--- src/rtl/exp_horner_core.sv ---
// ----------------------------------------------------------------------------
// exp_horner_core
//
// Iterative e^(+/-x) evaluator in signed fixed point (Q(WIDTH-FRAC).FRAC).
// It evaluates an N_TERMS Taylor series in Horner form:
//   acc = 1 + (s*acc)/k   for k = N_TERMS-1 down to 1, with s = +/-x.
// Each iteration needs two multiplies: s*acc, then the result times 1/k.
// Only one transaction is in flight at a time.
//
// Optional build macro:
//   EXP_SAT_EN - saturate every truncated product, the ONE+ add and the
//                negation of x. A negative final result clamps to 0, and any
//                clamp raises the sticky ovf flag. When the macro is
//                undefined, all arithmetic wraps and ovf is tied low.
//
// Ports:
//   clk       in   clock, rising edge
//   reset     in   asynchronous, active-high reset
//   in_valid  in   x / neg_mode valid
//   in_ready  out  block can accept (idle only)
//   x         in   argument, signed QFRAC
//   neg_mode  in   1: e^(-x), 0: e^(x)
//   out_valid out  y valid, held until out_ready
//   out_ready in   consumer accepts y
//   y         out  result, signed QFRAC
//   ovf       out  clamp seen during this transaction (EXP_SAT_EN only)
// ----------------------------------------------------------------------------
module exp_horner_core #(
    parameter int unsigned WIDTH   = 32,
    parameter int unsigned FRAC    = 16,
    parameter int unsigned N_TERMS = 8
) (
    input  logic             clk,
    input  logic             reset,
    input  logic             in_valid,
    output logic             in_ready,
    input  logic [WIDTH-1:0] x,
    input  logic             neg_mode,
    output logic             out_valid,
    input  logic             out_ready,
    output logic [WIDTH-1:0] y,
    output logic             ovf
);

    localparam int unsigned    PW      = 2 * WIDTH;
    localparam logic [WIDTH-1:0] ONE   = WIDTH'(1) << FRAC;
    localparam logic [3:0]     K_START = 4'(N_TERMS - 1);
`ifdef EXP_SAT_EN
    localparam logic [WIDTH-1:0] MAX_POS = {1'b0, {(WIDTH-1){1'b1}}};
    localparam logic [WIDTH-1:0] MIN_NEG = {1'b1, {(WIDTH-1){1'b0}}};
`endif

    // Reciprocal table: each 1/k is rounded to nearest in QFRAC. Entry 0 is never used.
    typedef logic [15:0][WIDTH-1:0] inv_tab_t;

    function automatic inv_tab_t build_inv();
        inv_tab_t tab;
        tab = '0;
        for (int unsigned k = 1; k < 16; k++) begin
            tab[k] = (ONE + WIDTH'(k / 2)) / WIDTH'(k);
        end
        return tab;
    endfunction

    localparam inv_tab_t INV = build_inv();

`ifdef EXP_SAT_EN
    // After the >>>FRAC, the product must fit in WIDTH signed bits.
    // That holds when every bit from WIDTH+FRAC-1 upward is a sign copy.
    function automatic logic prod_fits(input logic [PW-1:0] p);
        return (p[PW-1:WIDTH+FRAC-1] == '0) || (&p[PW-1:WIDTH+FRAC-1]);
    endfunction
`endif

    // Floor shift by FRAC, keeping WIDTH bits (the top bits wrap away).
    function automatic logic [WIDTH-1:0] trunc_prod(input logic [PW-1:0] p);
        logic [WIDTH-1:0] r;
        r = p[WIDTH+FRAC-1:FRAC];
`ifdef EXP_SAT_EN
        if (!prod_fits(p)) begin
            r = p[PW-1] ? MIN_NEG : MAX_POS;
        end
`endif
        return r;
    endfunction

    typedef enum logic [1:0] {StIdle, StIter, StDone} state_t;

    state_t           state_q, state_d;
    logic [WIDTH-1:0] s_q, s_d;
    logic [WIDTH-1:0] acc_q, acc_d;
    logic [3:0]       k_q, k_d;
    logic [WIDTH-1:0] y_q, y_d;
    logic             out_valid_q, out_valid_d;

    logic [WIDTH-1:0] s_in;
    logic [PW-1:0]    p1, p2;
    logic [WIDTH-1:0] t1, t2, sum_raw, acc_next, y_fin;

    // Datapath: one Horner step per cycle.
    always_comb begin
        s_in = neg_mode ? (WIDTH'(0) - x) : x;
`ifdef EXP_SAT_EN
        if (neg_mode && (x == MIN_NEG)) begin
            s_in = MAX_POS;
        end
`endif
        p1      = {{WIDTH{s_q[WIDTH-1]}}, s_q} * {{WIDTH{acc_q[WIDTH-1]}}, acc_q};
        t1      = trunc_prod(p1);
        p2      = {{WIDTH{t1[WIDTH-1]}}, t1} * {{WIDTH{1'b0}}, INV[k_q]};
        t2      = trunc_prod(p2);
        sum_raw = ONE + t2;
        acc_next = sum_raw;
        y_fin    = acc_next;
`ifdef EXP_SAT_EN
        // ONE is positive, so the add can only overflow upward.
        if (!t2[WIDTH-1] && sum_raw[WIDTH-1]) begin
            acc_next = MAX_POS;
        end
        y_fin = acc_next[WIDTH-1] ? '0 : acc_next;
`endif
    end

    always_comb begin
        state_d     = state_q;
        s_d         = s_q;
        acc_d       = acc_q;
        k_d         = k_q;
        y_d         = y_q;
        out_valid_d = out_valid_q;
        unique case (state_q)
            StIdle: begin
                if (in_valid) begin
                    s_d     = s_in;
                    acc_d   = ONE;
                    k_d     = K_START;
                    state_d = StIter;
                end
            end
            StIter: begin
                acc_d = acc_next;
                k_d   = k_q - 4'd1;
                if (k_q == 4'd1) begin
                    y_d         = y_fin;
                    out_valid_d = 1'b1;
                    state_d     = StDone;
                end
            end
            StDone: begin
                if (out_ready) begin
                    out_valid_d = 1'b0;
                    state_d     = StIdle;
                end
            end
            default: state_d = StIdle;
        endcase
    end

    always_ff @(posedge clk or posedge reset) begin
        if (reset) begin
            state_q     <= StIdle;
            s_q         <= '0;
            acc_q       <= '0;
            k_q         <= '0;
            y_q         <= '0;
            out_valid_q <= 1'b0;
        end else begin
            state_q     <= state_d;
            s_q         <= s_d;
            acc_q       <= acc_d;
            k_q         <= k_d;
            y_q         <= y_d;
            out_valid_q <= out_valid_d;
        end
    end

    assign in_ready  = (state_q == StIdle);
    assign out_valid = out_valid_q;
    assign y         = y_q;

`ifdef EXP_SAT_EN
    logic ovf_q, ovf_d;
    logic accept_clamp, iter_clamp;

    // ovf is cleared on accept and stays set until the next accept.
    always_comb begin
        accept_clamp = neg_mode && (x == MIN_NEG);
        iter_clamp   = !prod_fits(p1) || !prod_fits(p2)
                       || (!t2[WIDTH-1] && sum_raw[WIDTH-1])
                       || ((k_q == 4'd1) && acc_next[WIDTH-1]);
        ovf_d = ovf_q;
        if ((state_q == StIdle) && in_valid) begin
            ovf_d = accept_clamp;
        end else if (state_q == StIter) begin
            ovf_d = ovf_q | iter_clamp;
        end
    end

    always_ff @(posedge clk or posedge reset) begin
        if (reset) begin
            ovf_q <= 1'b0;
        end else begin
            ovf_q <= ovf_d;
        end
    end

    assign ovf = ovf_q;
`else
    assign ovf = 1'b0;
`endif

endmodule

--- config.mk ---
export PLATFORM = sky130hd
export DESIGN_NAME = exp_horner_core
export DESIGN_NICKNAME = d
export VERILOG_FILES = /design/src/rtl/exp_horner_core.sv
export SDC_FILE = /design/constraint.sdc
export NUM_CORES = 2
export LEC_CHECK = 0
export ABC_AREA = 0
export CAP_MARGIN = 5
export CORE_ASPECT_RATIO = 0.6
export CORE_UTILIZATION = 35
export DETAILED_ROUTE_END_ITERATION = 8
export MAX_ROUTING_LAYER = met4
export REMOVE_ABC_BUFFERS = 1
export SYNTH_ARGS = -nofsm -noshare
export SYNTH_HDL_FRONTEND = slang
export SYNTH_SLANG_ARGS = --single-unit
--- constraint.sdc ---
create_clock -name clk -period 22.2 [get_ports clk]
set_input_delay 3.33 -clock clk [delete_from_list [all_inputs] [get_ports clk]]
set_output_delay 3.33 -clock clk [all_outputs]
set_load 0.1 [all_outputs]
==> metrics.log <==
INFO  metric status = complete, no violations
INFO  metric avgRoutedWirePerCell = 20.4 um
INFO  metric yosys_warnings = 0
INFO  metric synthesis.area = 0.0522 sq mm
INFO  metric nNetsFinal = 7,504
INFO  metric synth_cell_types = 76
INFO  metric timing.critical_path.from_type = flip-flop
INFO  metric antenna_left = 0
INFO  metric first_pass_iters = 5
INFO  metric final_count_of_negative_setup_slack_endpoints = 0
INFO  metric cts-root-buf = sky130_fd_sc_hd__clkbuf_16
INFO  metric cts_tree = built
INFO  metric insertion_delay = 400 ps
INFO  metric fin_setup_tns = 0 ps
INFO  metric crit_arrival = 18,190 ps
INFO  metric fillers = 15,025
INFO  metric wire_length_of_the_first_global_routing_pass = 251,000 um
INFO  metric slew_headroom = 0.126
INFO  metric netlist_instances = 5,830
INFO  metric synth_async_sr_flop_share = 1.00
INFO  metric clock-sinks = 103
INFO  metric die_h = 301 um
INFO  metric synth-main-ff-cell = sky130_fd_sc_hd__dfrtp_1
INFO  metric drcViolationCount = 0
INFO  metric critical_path.n_buffers_inverters = 7
INFO  metric viasPerCell = 4.98
INFO  metric timing.critical_path.slowest_cell_delay = 1220 ps
INFO  metric dieArea = 0.151 sq mm
INFO  metric timing.critical_path.slowest_stage_cell = sky130_fd_sc_hd__dfrtp_1
INFO  metric hold_buffers_post_cts = 0
INFO  metric floorplan.initialDensity = 0.354
INFO  metric die-width = 501 um
INFO  metric place.detailed.hpwl = 132,000 um
INFO  metric timing.hold.worst.class = reg2reg
INFO  metric ctsHtreeMaxLevel = 3
INFO  metric number_of_global_route_vias_before_repair = 41,358
INFO  metric drv_cap = 0
INFO  metric routed_via_count = 38,673
INFO  metric gr-total-overflow = 0
INFO  metric gp_routability_congestion = 0.964
INFO  metric io_buffer_count = 70
INFO  metric grt_max_degree = 66
INFO  metric core_box_area = 0.148 sq mm
INFO  metric rows = 109
INFO  metric maximum_frequency_from_static_timing_analysis = 0.0558 GHz
INFO  metric top_level_ports = 72
INFO  metric layout_commonest_cell = sky130_fd_sc_hd__inv_1
INFO  metric cts_resized = 0
INFO  metric drv_slew = 0
INFO  metric ys_seq_elements = 103
INFO  metric report.final.hold_viol_count = 0
INFO  metric detailedRoute.firstIterationViolations = 2,957
INFO  metric worst_pin_slew = 1310 ps
INFO  metric layoutNonFillerInstCount = 7,764
INFO  metric finalWirelength = 159,000 um
INFO  metric synth_edf_count = 0
INFO  metric cp_top_family = adder cells
INFO  metric syn_to_final_growth = 6.70%
INFO  metric placedCellCount = 7,746
INFO  metric critical_path_required = 22,470 ps
INFO  metric numCtsBuffers = 9
INFO  metric fin_skew = 16.2 ps
INFO  metric cp-end-kind = flip-flop
INFO  metric clk_pin_slew = 80 ps
INFO  metric layout_min_cycle_time = 17,920 ps
INFO  metric critical-path-top-cell-by-count = sky130_fd_sc_hd__fa_1
INFO  metric worst-setup-path-type = reg2reg
INFO  metric grt_antenna_before_repair = 2
INFO  metric post_route_cells_drive_above_1_share = 0.0335
INFO  metric ys_seq_area_frac = 0.0494
INFO  metric post-route-period-util = 0.807
INFO  metric rsz_0062_raised_after_global_routing = no
INFO  metric layout.cells.most_common_list = 1,338 x sky130_fd_sc_hd__inv_1, 1,284 x sky130_fd_sc_hd__fa_1, 903 x sky130_fd_sc_hd__nand2_1
INFO  metric synth_area_per_cell = 8.95 sq um
INFO  metric ctsLongestPathBuffers = 2
INFO  metric post-cts-setup-buffers = 0
INFO  metric critical_path.max_fanout = 33
INFO  metric gr-usage-all-layers = 0.226
kinds of logic after synthesis:
kind of cell,share of synthesized area
buffers and inverters,0.117
and+or+nand+nor,0.162
adders and majority gates,0.594
xor gates and xnor gates,0.0282
muxes,0.00146
DFF,0.0494
AOI/OAI and AO/OA,0.0475
other,0.0000718
synthesized netlist by cell type (all sizes together), types with 3 or more instances:
library cell / instances / area share
nand3: 59 / 0.0058
ha: 424 / 0.10
fa: 1284 / 0.49
inv: 1339 / 0.096
nor2b: 29 / 0.0035
and4: 5 / 0.00084
nand4b: 3 / 0.00079
or4: 8 / 0.0013
xnor2: 99 / 0.017
a21boi: 6 / 0.00086
a2111oi: 3 / 0.00086
a31o: 3 / 0.00050
a211oi: 7 / 0.0012
a21oi: 94 / 0.0090
xor2: 69 / 0.012
dfrtp: 103 / 0.049
nand4: 16 / 0.0019
o21ai: 152 / 0.015
o21bai: 15 / 0.0022
o311a: 3 / 0.00058
a21o: 35 / 0.0050
clkbuf: 273 / 0.020
o211ai: 8 / 0.0013
and3: 10 / 0.0012
nand2: 906 / 0.065
mux2i: 5 / 0.00096
or3: 4 / 0.00048
o311ai: 3 / 0.00050
and2: 476 / 0.057
o31ai: 18 / 0.0027
o21a: 16 / 0.0023
a221oi: 4 / 0.00067
a31oi: 11 / 0.0013
buf: 8 / 0.00086
o41ai: 6 / 0.0012
nor4: 3 / 0.00036
nor2: 252 / 0.018
or2: 9 / 0.0011
nor3: 20 / 0.0019
nand2b: 16 / 0.0019
per-layer routing:
metal | global-route usage | wire length (um) | up-vias
met5 | - | 0 | -
met2 | 0.313 | 64500 | 1570
li1 | - | - | 16894
met1 | 0.344 | 76900 | 20087
met3 | 0.0451 | 14900 | 122
met4 | 0.0314 | 2350 | 0
registers in the layout, indices dropped and copies added, names as in the netlist:
signal / flops
state_q: 2
k_q: 4
out_valid: 1
y: 32
acc_q: 32
s_q: 32
stage by stage:
| stage | utilization | worst slack (ps) | cell area, sq um | hold slack [ps] |
|---|---|---|---|---|
| 2_1_floorplan | - | 6620 | 51100 | 493 |
| 3_3_place_gp | 0.375 | 4730 | 55400 | 471 |
| 3_5_place_dp | 0.375 | 4690 | 55400 | 473 |
| 4_1_cts | 0.377 | 4600 | 55700 | 489 |
| 5_1_grt | 0.377 | 3640 | 55700 | 546 |
| 6_report | 0.377 | 4280 | 55700 | 488 |
final timing paths:
check                      cells past startpoint               endpoint  slack, ps                  from
max in group asynchronous                      3      y[19]$_DFFE_PP0P_      17440                 reset
hold reg to reg                                2    s_q[24]$_DFFE_PP0P_        490   s_q[24]$_DFFE_PP0P_
setup / recovery                              54  acc_q[30]$_DFFE_PP0P_       4280  acc_q[5]$_DFFE_PP0P_
hold / removal                                 2    s_q[24]$_DFFE_PP0P_        490   s_q[24]$_DFFE_PP0P_
min in group asynchronous                      2     k_q[3]$_DFFE_PP0P_       3350                 reset
setup reg to reg                              54  acc_q[30]$_DFFE_PP0P_       4280  acc_q[5]$_DFFE_PP0P_
worst min-delay path: stages, from the launching register on:
cell                      delay (ps)
sky130_fd_sc_hd__dfrtp_1         350
sky130_fd_sc_hd__nand2_1          50
sky130_fd_sc_hd__o21ai_0          60
cell type report:
type | count | area, sq um | share of cell area
antenna | 2 | 5.00 | 0.0000899
clock buffer | 10 | 239 | 0.00429
clock inverter | 6 | 66.3 | 0.00119
inverter | 1341 | 5040 | 0.0904
multi-input combinational | 4105 | 43600 | 0.783
sequential | 103 | 2580 | 0.0463
tap | 1998 | 2500 | 0.0449
timing repair buffer | 199 | 1660 | 0.0299
Power is left out: the tool's default activity adds up to more than one toggle a clock period on the data nets, which glitch-free logic cannot reach.
